==> config.mk <==
export PLATFORM = sky130hd
export DESIGN_NAME = ifetch_queue
export DESIGN_NICKNAME = d
export VERILOG_FILES = /design/src/rtl/ifetch_pkg.sv /design/src/rtl/ifetch_fifo.sv /design/src/rtl/ifetch_queue.sv
export SDC_FILE = /design/constraint.sdc
export NUM_CORES = 1
export LEC_CHECK = 0
export ABC_AREA = 0
export CAP_MARGIN = 20
export CELL_PAD_IN_SITES_DETAIL_PLACEMENT = 0
export CELL_PAD_IN_SITES_GLOBAL_PLACEMENT = 1
export CORE_UTILIZATION = 45
export DETAILED_ROUTE_END_ITERATION = 10
export HOLD_SLACK_MARGIN = 0.12
export PLACE_DENSITY = 0.86
export SLEW_MARGIN = 0
export SYNTH_ARGS = -nofsm -noshare
export SYNTH_HDL_FRONTEND = slang
export SYNTH_SLANG_ARGS = --single-unit
==> constraint.sdc <==
create_clock -name clock -period 4.96 [get_ports clock]
set_input_delay 0.992 -clock clock [delete_from_list [all_inputs] [get_ports clock]]
set_output_delay 0.992 -clock clock [all_outputs]
set_load 0.01 [all_outputs]
==> src/rtl/ifetch_pkg.sv <==
// Shared types for the instruction fetch stage: FSM state, queue entry layout, instruction size.
package ifetch_pkg;

    localparam int unsigned INST_BYTES = 4;

    typedef enum logic [1:0] {
        IDLE = 2'd0,
        WAIT = 2'd1,
        DROP = 2'd2
    } fetch_state_e;

    typedef struct packed {
        logic [31:0] pc;
        logic [31:0] inst;
    } fetch_entry_t;

endpackage

==> src/rtl/ifetch_fifo.sv <==
// Synchronous FIFO of fetched {pc, inst} entries; flush overrides push and pop.
module ifetch_fifo
    import ifetch_pkg::*;
#(
    parameter int unsigned DEPTH = 4
) (
    input  logic                     clk_i,
    input  logic                     rst_ni,
    input  logic                     push_i,
    input  logic                     pop_i,
    input  logic                     flush_i,
    input  fetch_entry_t             push_entry_i,
    output logic [$clog2(DEPTH):0]   count_o,
    output fetch_entry_t             head_o
);
    localparam int unsigned AW = $clog2(DEPTH);
    localparam logic [AW:0] FULL_COUNT = (AW+1)'(DEPTH);

    fetch_entry_t mem_q [DEPTH];
    logic [AW:0]  wr_ptr_q, rd_ptr_q;
    logic         do_push, do_pop;

    // Pointers carry one extra wrap bit so full and empty are distinguishable.
    assign count_o = wr_ptr_q - rd_ptr_q;
    assign do_push = push_i && (count_o != FULL_COUNT);
    assign do_pop  = pop_i && (count_o != '0);
    assign head_o  = mem_q[rd_ptr_q[AW-1:0]];

    always_ff @(posedge clk_i or negedge rst_ni) begin
        if (!rst_ni) begin
            wr_ptr_q <= '0;
            rd_ptr_q <= '0;
            for (int unsigned i = 0; i < DEPTH; i++) begin
                mem_q[i] <= '0;
            end
        end else if (flush_i) begin
            wr_ptr_q <= '0;
            rd_ptr_q <= '0;
        end else begin
            if (do_push) begin
                mem_q[wr_ptr_q[AW-1:0]] <= push_entry_i;
                wr_ptr_q                <= wr_ptr_q + 1'b1;
            end
            if (do_pop) begin
                rd_ptr_q <= rd_ptr_q + 1'b1;
            end
        end
    end

endmodule

==> src/rtl/ifetch_queue.sv <==
// Instruction fetch stage: owns fetch PC, keeps one imem read outstanding, queues words for decode.
// Build option: IFETCH_STALL_CNT_EN adds stall_count, a saturating count of empty-queue cycles.
module ifetch_queue
    import ifetch_pkg::*;
#(
    parameter int unsigned DEPTH    = 4,
    parameter logic [31:0] RESET_PC = 32'h0000_0000
) (
    input  logic        clock,
    input  logic        reset_n,
    output logic        imem_req,
    output logic [31:0] imem_addr,
    input  logic        imem_ack,
    input  logic [31:0] imem_rdata,
    input  logic        redirect_valid,
    input  logic [31:0] redirect_pc,
    output logic        inst_valid,
    output logic [31:0] inst_data,
    output logic [31:0] inst_pc,
    input  logic        inst_ready
`ifdef IFETCH_STALL_CNT_EN
    ,
    output logic [31:0] stall_count
`endif
);
    localparam int unsigned CW = $clog2(DEPTH) + 1;
    localparam logic [CW-1:0] FULL_COUNT = CW'(DEPTH);

    fetch_state_e  state_q, state_d;
    logic [31:0]   fetch_pc_q, fetch_pc_d;
    logic [CW-1:0] count;
    logic          req_ok, push, pop, flush;
    fetch_entry_t  push_entry, head;

    assign req_ok     = (state_q == IDLE) && (count != FULL_COUNT) && !redirect_valid;
    // Gated by reset_n so the request line drops the instant reset is asserted.
    assign imem_req   = reset_n && req_ok;
    assign imem_addr  = imem_req ? fetch_pc_q : '0;
    assign inst_valid = (count != '0);
    assign pop        = inst_valid && inst_ready && !redirect_valid;
    assign push_entry = '{pc: fetch_pc_q, inst: imem_rdata};
    assign inst_data  = head.inst;
    assign inst_pc    = head.pc;

    always_comb begin
        state_d    = state_q;
        fetch_pc_d = fetch_pc_q;
        push       = 1'b0;
        flush      = 1'b0;
        case (state_q)
            IDLE: if (req_ok) state_d = WAIT;
            WAIT: if (imem_ack) begin
                push       = 1'b1;
                fetch_pc_d = fetch_pc_q + INST_BYTES;
                state_d    = IDLE;
            end
            DROP: if (imem_ack) state_d = IDLE;
            default: state_d = IDLE;
        endcase
        // A redirect discards any in-flight word; an ack arriving with it retires the stale request.
        if (redirect_valid) begin
            flush      = 1'b1;
            push       = 1'b0;
            fetch_pc_d = {redirect_pc[31:2], 2'b00};
            if (state_q == WAIT || state_q == DROP) begin
                state_d = imem_ack ? IDLE : DROP;
            end
        end
    end

    always_ff @(posedge clock or negedge reset_n) begin
        if (!reset_n) begin
            state_q    <= IDLE;
            fetch_pc_q <= RESET_PC;
        end else begin
            state_q    <= state_d;
            fetch_pc_q <= fetch_pc_d;
        end
    end

    ifetch_fifo #(
        .DEPTH(DEPTH)
    ) u_fifo (
        .clk_i       (clock),
        .rst_ni      (reset_n),
        .push_i      (push),
        .pop_i       (pop),
        .flush_i     (flush),
        .push_entry_i(push_entry),
        .count_o     (count),
        .head_o      (head)
    );

`ifdef IFETCH_STALL_CNT_EN
    logic [31:0] stall_cnt_q;

    always_ff @(posedge clock or negedge reset_n) begin
        if (!reset_n) begin
            stall_cnt_q <= '0;
        end else if (!inst_valid && (stall_cnt_q != '1)) begin
            stall_cnt_q <= stall_cnt_q + 1'b1;
        end
    end

    assign stall_count = stall_cnt_q;
`endif

endmodule
# Word level (Yosys, flattened, before mapping)
# Cells that the tools add are included.
[totals]
register_bits = 296
inputBits = 69
out_inout_bits = 98
wordCells = 68
[op_classes]
n_addsub = 4
magnitude_cmp = 3
n_eq_ne = 3
mux = 24
bitwise = 3
n_reduce_logical = 19
[ops]
columns = ["operator", "count"]
rows = [
  ["256-bit bitwise mux", 1],
  ["64-bit two-way mux", 3],
  ["64-bit binary-select mux with 2-bit select", 1],
  ["64-bit demux with 2-bit select", 1],
  ["32-bit two-way mux", 4],
  ["32-bit by 3-bit adder with 32-bit output (second input constant)", 1],
  ["3-bit two-way mux", 4],
  ["2-bit two-way mux", 5],
  ["1-bit logical AND", 8],
  ["2-bit nonzero test", 4],
  ["3-bit by 1-bit adder with 3-bit output (second input constant)", 2],
  ["3-bit >= comparator (second input constant)", 2],
  ["2-bit inverter with 3-bit output", 2],
  ["1-bit two-way mux", 4],
  ["2-bit case mux with 2 select lines", 1],
  ["2-bit AND reduction", 2],
  ["3-bit by 1-bit less-than comparator with 1-bit output (second input constant)", 1],
  ["3-bit inequality test (second input constant)", 1],
  ["3-bit nonzero test", 1],
  ["3-bit subtractor", 1],
  ["2-bit by 1-bit equality test with 1-bit output (second input constant)", 1],
  ["2-bit equality test (second input constant)", 1],
  ["2-bit zero test", 1],
  ["2-bit OR reduction", 1],
  ["3 further kinds", 3],
]

# Depth between registers and ports, before layout
[logic_depth]
ltp_word = 8
ltp_mapped = 11
ltp_nobuf = 7

# By module
# Synthesis repeated with hierarchy kept, for this count alone.
[hier_totals]
cells_unflattened = 941
hier_area_um2 = 13847.0
[by_module_without_submodules]
columns = ["mod", "instances", "cells_each", "area_each_um2", "seq_area_each_um2"]
rows = [
  ["ifetch_fifo", 1, 667, 11572.3, 6556.3],
  ["ifetch_queue", 1, 274, 2274.7, 800.8],
]

# Worst setup path after synthesis
# Ideal clock, no wire load.
[synth_timing]
kind = "flip-flop to output port"
from = "register u_fifo.rd_ptr_q[1]"
to = "output imem_addr[22]"
arrival_time_ps = 2718
required_time_ps = 3968
setup_slack_ps = 1250
stages_incl_launch_ff = 11
path_buffers = 3
path_cell_list = "dfrtp_1 clkbuf_1 clkbuf_1 inv_1 ha_1 nor2b_1 xor2_2 nor2_2 nor4b_1 clkbuf_1 and2_1"
[synth_between]
elab_chain_len = 6
[synth_lines]
columns = ["element", "line_no", "text"]
rows = [
  ["from (decl)", "ifetch_fifo.sv:20", "logic [AW:0] wr_ptr_q, rd_ptr_q;"],
  ["from (signal assigned)", "ifetch_fifo.sv:45", "rd_ptr_q <= rd_ptr_q + 1'b1;"],
  ["3-bit subtractor", "ifetch_fifo.sv:24", "assign count_o = wr_ptr_q - rd_ptr_q;"],
  ["3-bit inequality test", "ifetch_queue.sv:35", "assign req_ok = (state_q == IDLE) && (count != FULL_COUNT) && !redirect_valid;"],
  ["1-bit logical AND (2 in series)", "ifetch_queue.sv:35", ""],
  ["1-bit logical AND", "ifetch_queue.sv:37", "assign imem_req = reset_n && req_ok;"],
  ["via imem_req", "ifetch_queue.sv:11", "output logic imem_req,"],
  ["32-bit two-way mux", "ifetch_queue.sv:38", "assign imem_addr = imem_req ? fetch_pc_q : '0;"],
  ["to (decl)", "ifetch_queue.sv:12", "output logic [31:0] imem_addr,"],
]
# The timed path passes the listed nets, and every way through them passes these cells.

# Worst setup path in the final report
[layout_timing]
from = "register u_fifo.wr_ptr_q[0]"
to = "output imem_addr[31]"
[layout_between]
elab_chain_len = 6
[layout_lines]
columns = ["element", "line_no", "text"]
rows = [
  ["from (decl)", "ifetch_fifo.sv:20", ""],
  ["from (signal assigned)", "ifetch_fifo.sv:42", "wr_ptr_q <= wr_ptr_q + 1'b1;"],
  ["3-bit subtractor", "ifetch_fifo.sv:24", ""],
  ["3-bit inequality test", "ifetch_queue.sv:35", ""],
  ["1-bit logical AND (2 in series)", "ifetch_queue.sv:35", ""],
  ["1-bit logical AND", "ifetch_queue.sv:37", ""],
  ["32-bit two-way mux", "ifetch_queue.sv:38", ""],
]
# Every way passes these cells.

==> impl_metrics.yaml <==
run_status:
  status: "complete, no violations"
global_route:
  grt_max_degree: 152
  grt_pass1_wl_mm: 47.02
  track_usage_pct: 19.74
  antenna_found_initial: 0
  grt_overflow_total: 0
  grt_pass1_vias: 8345
timing:
  setup_violations: 0
  slew_viol_final: 0
  hold_ws_ps: 480.2
  timing.slew.headroom_pct: 29.77
  finalCriticalPeriod_ps: 4594
  min_period_over_period_pct: 92.63
  max_freq_mhz: 217.7
  tns_ps: 0
  skew_ps: 19.10
  worstMarginPinSlew_ps: 1053
  fin_ws_ps: 365.5
  hold_viol: 0
  rsz0062_at_grt: "no"
synth:
  synthCells: 895
  ys_ff_latch: 286
  yosysWarnings: 0
  synth_cell_types: 39
  syn_avg_cell_area_um2: 14.78
  synth_largest_area_cell: "dfrtp_1"
  syn_area_um2: 13230
  synth_top_area_share_pct: 54.09
  synthTopCellsByArea: "dfrtp_1 (54%), mux2_2 (14%), mux4_2 (11%), mux2_1 (7.2%), and2_1 (1.6%)"
  ys_seq_area_share_pct: 54.09
  synthTopCellsByCount: "dfrtp_1 (286), mux2_2 (165), mux2_1 (85)"
  async_reset_ff_share_pct: 100.0
  synth-main-ff-cell: "dfrtp_1"
  synth_most_common_cell: "dfrtp_1"
  synth_edf_count: 0
floorplanning:
  dieArea_um2: 30090
  die_w_um: 173.5
  core-area_um2: 28780
  pin_count: 167
  rows: 62
  die_h_um: 173.5
  initial_core_util_pct: 45.97
routing:
  drc: 0
  post_drt_wl_per_cell_um: 19.75
  routed_wl_mm: 28.60
  viasPerCell: 5.425
  drt_iter0_drc: 513
  vias: 7856
  antenna_left: 0
  dr.pass1.iters: 6
setup_path:
  critPathArrivalTime_ps: 3600
  cp_max_fo: 28
  critPathRequiredTime_ps: 3970
  cpPeakStageDelay_ps: 540
  start_kind: "flop"
  crit_path_end_kind: "primary output"
  crit_slowest_cell: "clkdlybuf4s50_1"
  worst-setup-path-type: "reg2out"
  path_cells: "inv_1, ha_1, nor2b_1, xor2_2, nor2_2, nor4b_2, buf_4, and2_1, clkdlybuf4s50_1"
worst_hold_path:
  holdCritPathClass: "reg2reg"
clock_tree:
  cts_max_level: 2
  cts_hold_buf: 0
  cts_tree: "built"
  post_cts_buffers: 0
  cts_resized: 0
  max-clock-path-buffers: 3
  cts.sinks: 286
  clk_pin_slew_ps: 60
  cts_inserted_buffers: 34
  cts-root-buf: "clkbuf_16"
  clk_latency_ps: 500
place:
  place.gp.congestion: 0.7615
  pre_cts_ws_ps: 881.5
  io_buffers: 160
  placed_cell_area_um2: 15090
  hpwl_mm: 17.19
flow_run:
  drv_cap: 0
final_layout:
  nets: 1119
  nFillCells: 2328
  fin_util_pct: 56.42
  layout-drive-gt1-share_pct: 28.57
  diodes: 0
  final_area_um2: 16240
  area_growth_pct: 22.73
power_and_ir_drop:
  ir_drop_mv: 0.2878
  powerDensity_nw_per_um2: 514.7
  p_leak_nw: 7.202
[logic make-up after synthesis]
| kind of cell | count (synthesis) | share of synthesized area [%] |
|---|---|---|
| multiplexers | 315 | 32.06 |
| flip-flops | 286 | 54.09 |
| AND/OR/NAND/NOR | 132 | 5.693 |
| buffers and inverters | 77 | 3.130 |
| AO/OA/AOI/OAI | 38 | 1.523 |
| XOR/XNOR | 35 | 2.431 |
| adder cells (fa/ha/maj) | 11 | 1.040 |
| other | 1 | 0.02834 |
[worst max-delay path: cells and delay by family (launching register included)]
family	cells	cell delay (ps)
fa+ha+maj	1	160
buf+inv	3	1080
simple gates	4	1170
flops	1	410
xor+xnor	1	270
[per-stage QoR]
stage / power [mW] / instances
after detailed placement: 5.982 / 1386
after global placement: 5.898 / 1386
final: 8.356 / 1448
after global routing: 8.790 / 1448
after CTS: 8.459 / 1447
after floorplan: 4.784 / 898
[final cells by class]
type                    instances  area (um2)  share of cell area (%)
multi-input cells             535        5692                   35.05
flip-flops and latches        286        7164                   44.12
repair buffers                175        1759                   10.83
clock inverters                 6       61.31                  0.3776
clock buffers                  55        1054                   6.488
inverters                       7       26.28                  0.1618
well taps                     384       480.5                   2.959
[final timing paths]
path / from / to / slack [ps] / depth (start not counted)
worst max-delay path: u_fifo.wr_ptr_q[0]$_DFFE_PN0P_ / imem_addr[31] / 370 / 9
worst min-delay path: u_fifo.mem_q[98]$_DFFE_PN0P_ / u_fifo.mem_q[98]$_DFFE_PN0P_ / 480 / 1
worst max register to register: u_fifo.wr_ptr_q[0]$_DFFE_PN0P_ / u_fifo.mem_q[5]$_DFFE_PN0P_ / 2120 / 6
worst min register to register: u_fifo.mem_q[98]$_DFFE_PN0P_ / u_fifo.mem_q[98]$_DFFE_PN0P_ / 480 / 1
max in group asynchronous: reset_n / u_fifo.mem_q[26]$_DFFE_PN0P_ / 3050 / 3
min in group asynchronous: reset_n / u_fifo.mem_q[187]$_DFFE_PN0P_ / 670 / 2
[flip-flops by register name (all words and copies together) (netlist names)]
signal,flops
fetch_pc_q,30
state_q,2
u_fifo.mem_q,248
u_fifo.rd_ptr_q,3
u_fifo.wr_ptr_q,3
[placed cells by master, fill, tap and decap left out, types with 4 or more instances in the layout]
master           instances
clkbuf_16               37
nand2_1                 41
inv_1                    7
buf_4                   12
conb_1                   4
and4_1                   7
nand3_1                 10
nand4_1                 11
dfrtp_1                284
clkbuf_1                12
mux2_1                  85
mux2_2                 165
and3_1                   7
nor2_1                  11
o21ai_1                  9
mux4_2                  62
clkdlybuf4s50_1        158
o21ai_0                 23
ha_1                    11
and2_1                  34
clkbuf_8                 6
xnor2_1                  9
xor2_1                  24
[per-layer routing]
layer | routed length [um] | vias to the layer above | part of all wire, % | GRT usage, %
met5 | 0 | - | 0 | 0
met4 | 362 | 0 | 1.3 | 4.425
met3 | 1578 | 28 | 5.5 | 4.276
met2 | 13930 | 162 | 49 | 31.76
met1 | 12730 | 4145 | 45 | 27.53
li1 | - | 3521 | - | -
[power breakdown]
part | internal, mW | leakage (nW) | total [mW] | switching [mW]
Combinational | 1.58 | 2.89 | 2.59 | 1.01
Sequential | 2.97 | 3.77 | 3.33 | 0.357
Clock | 1.51 | 0.544 | 2.44 | 0.930
Total | 6.06 | 7.20 | 8.36 | 2.29
Power figures use the tool's default switching activity.
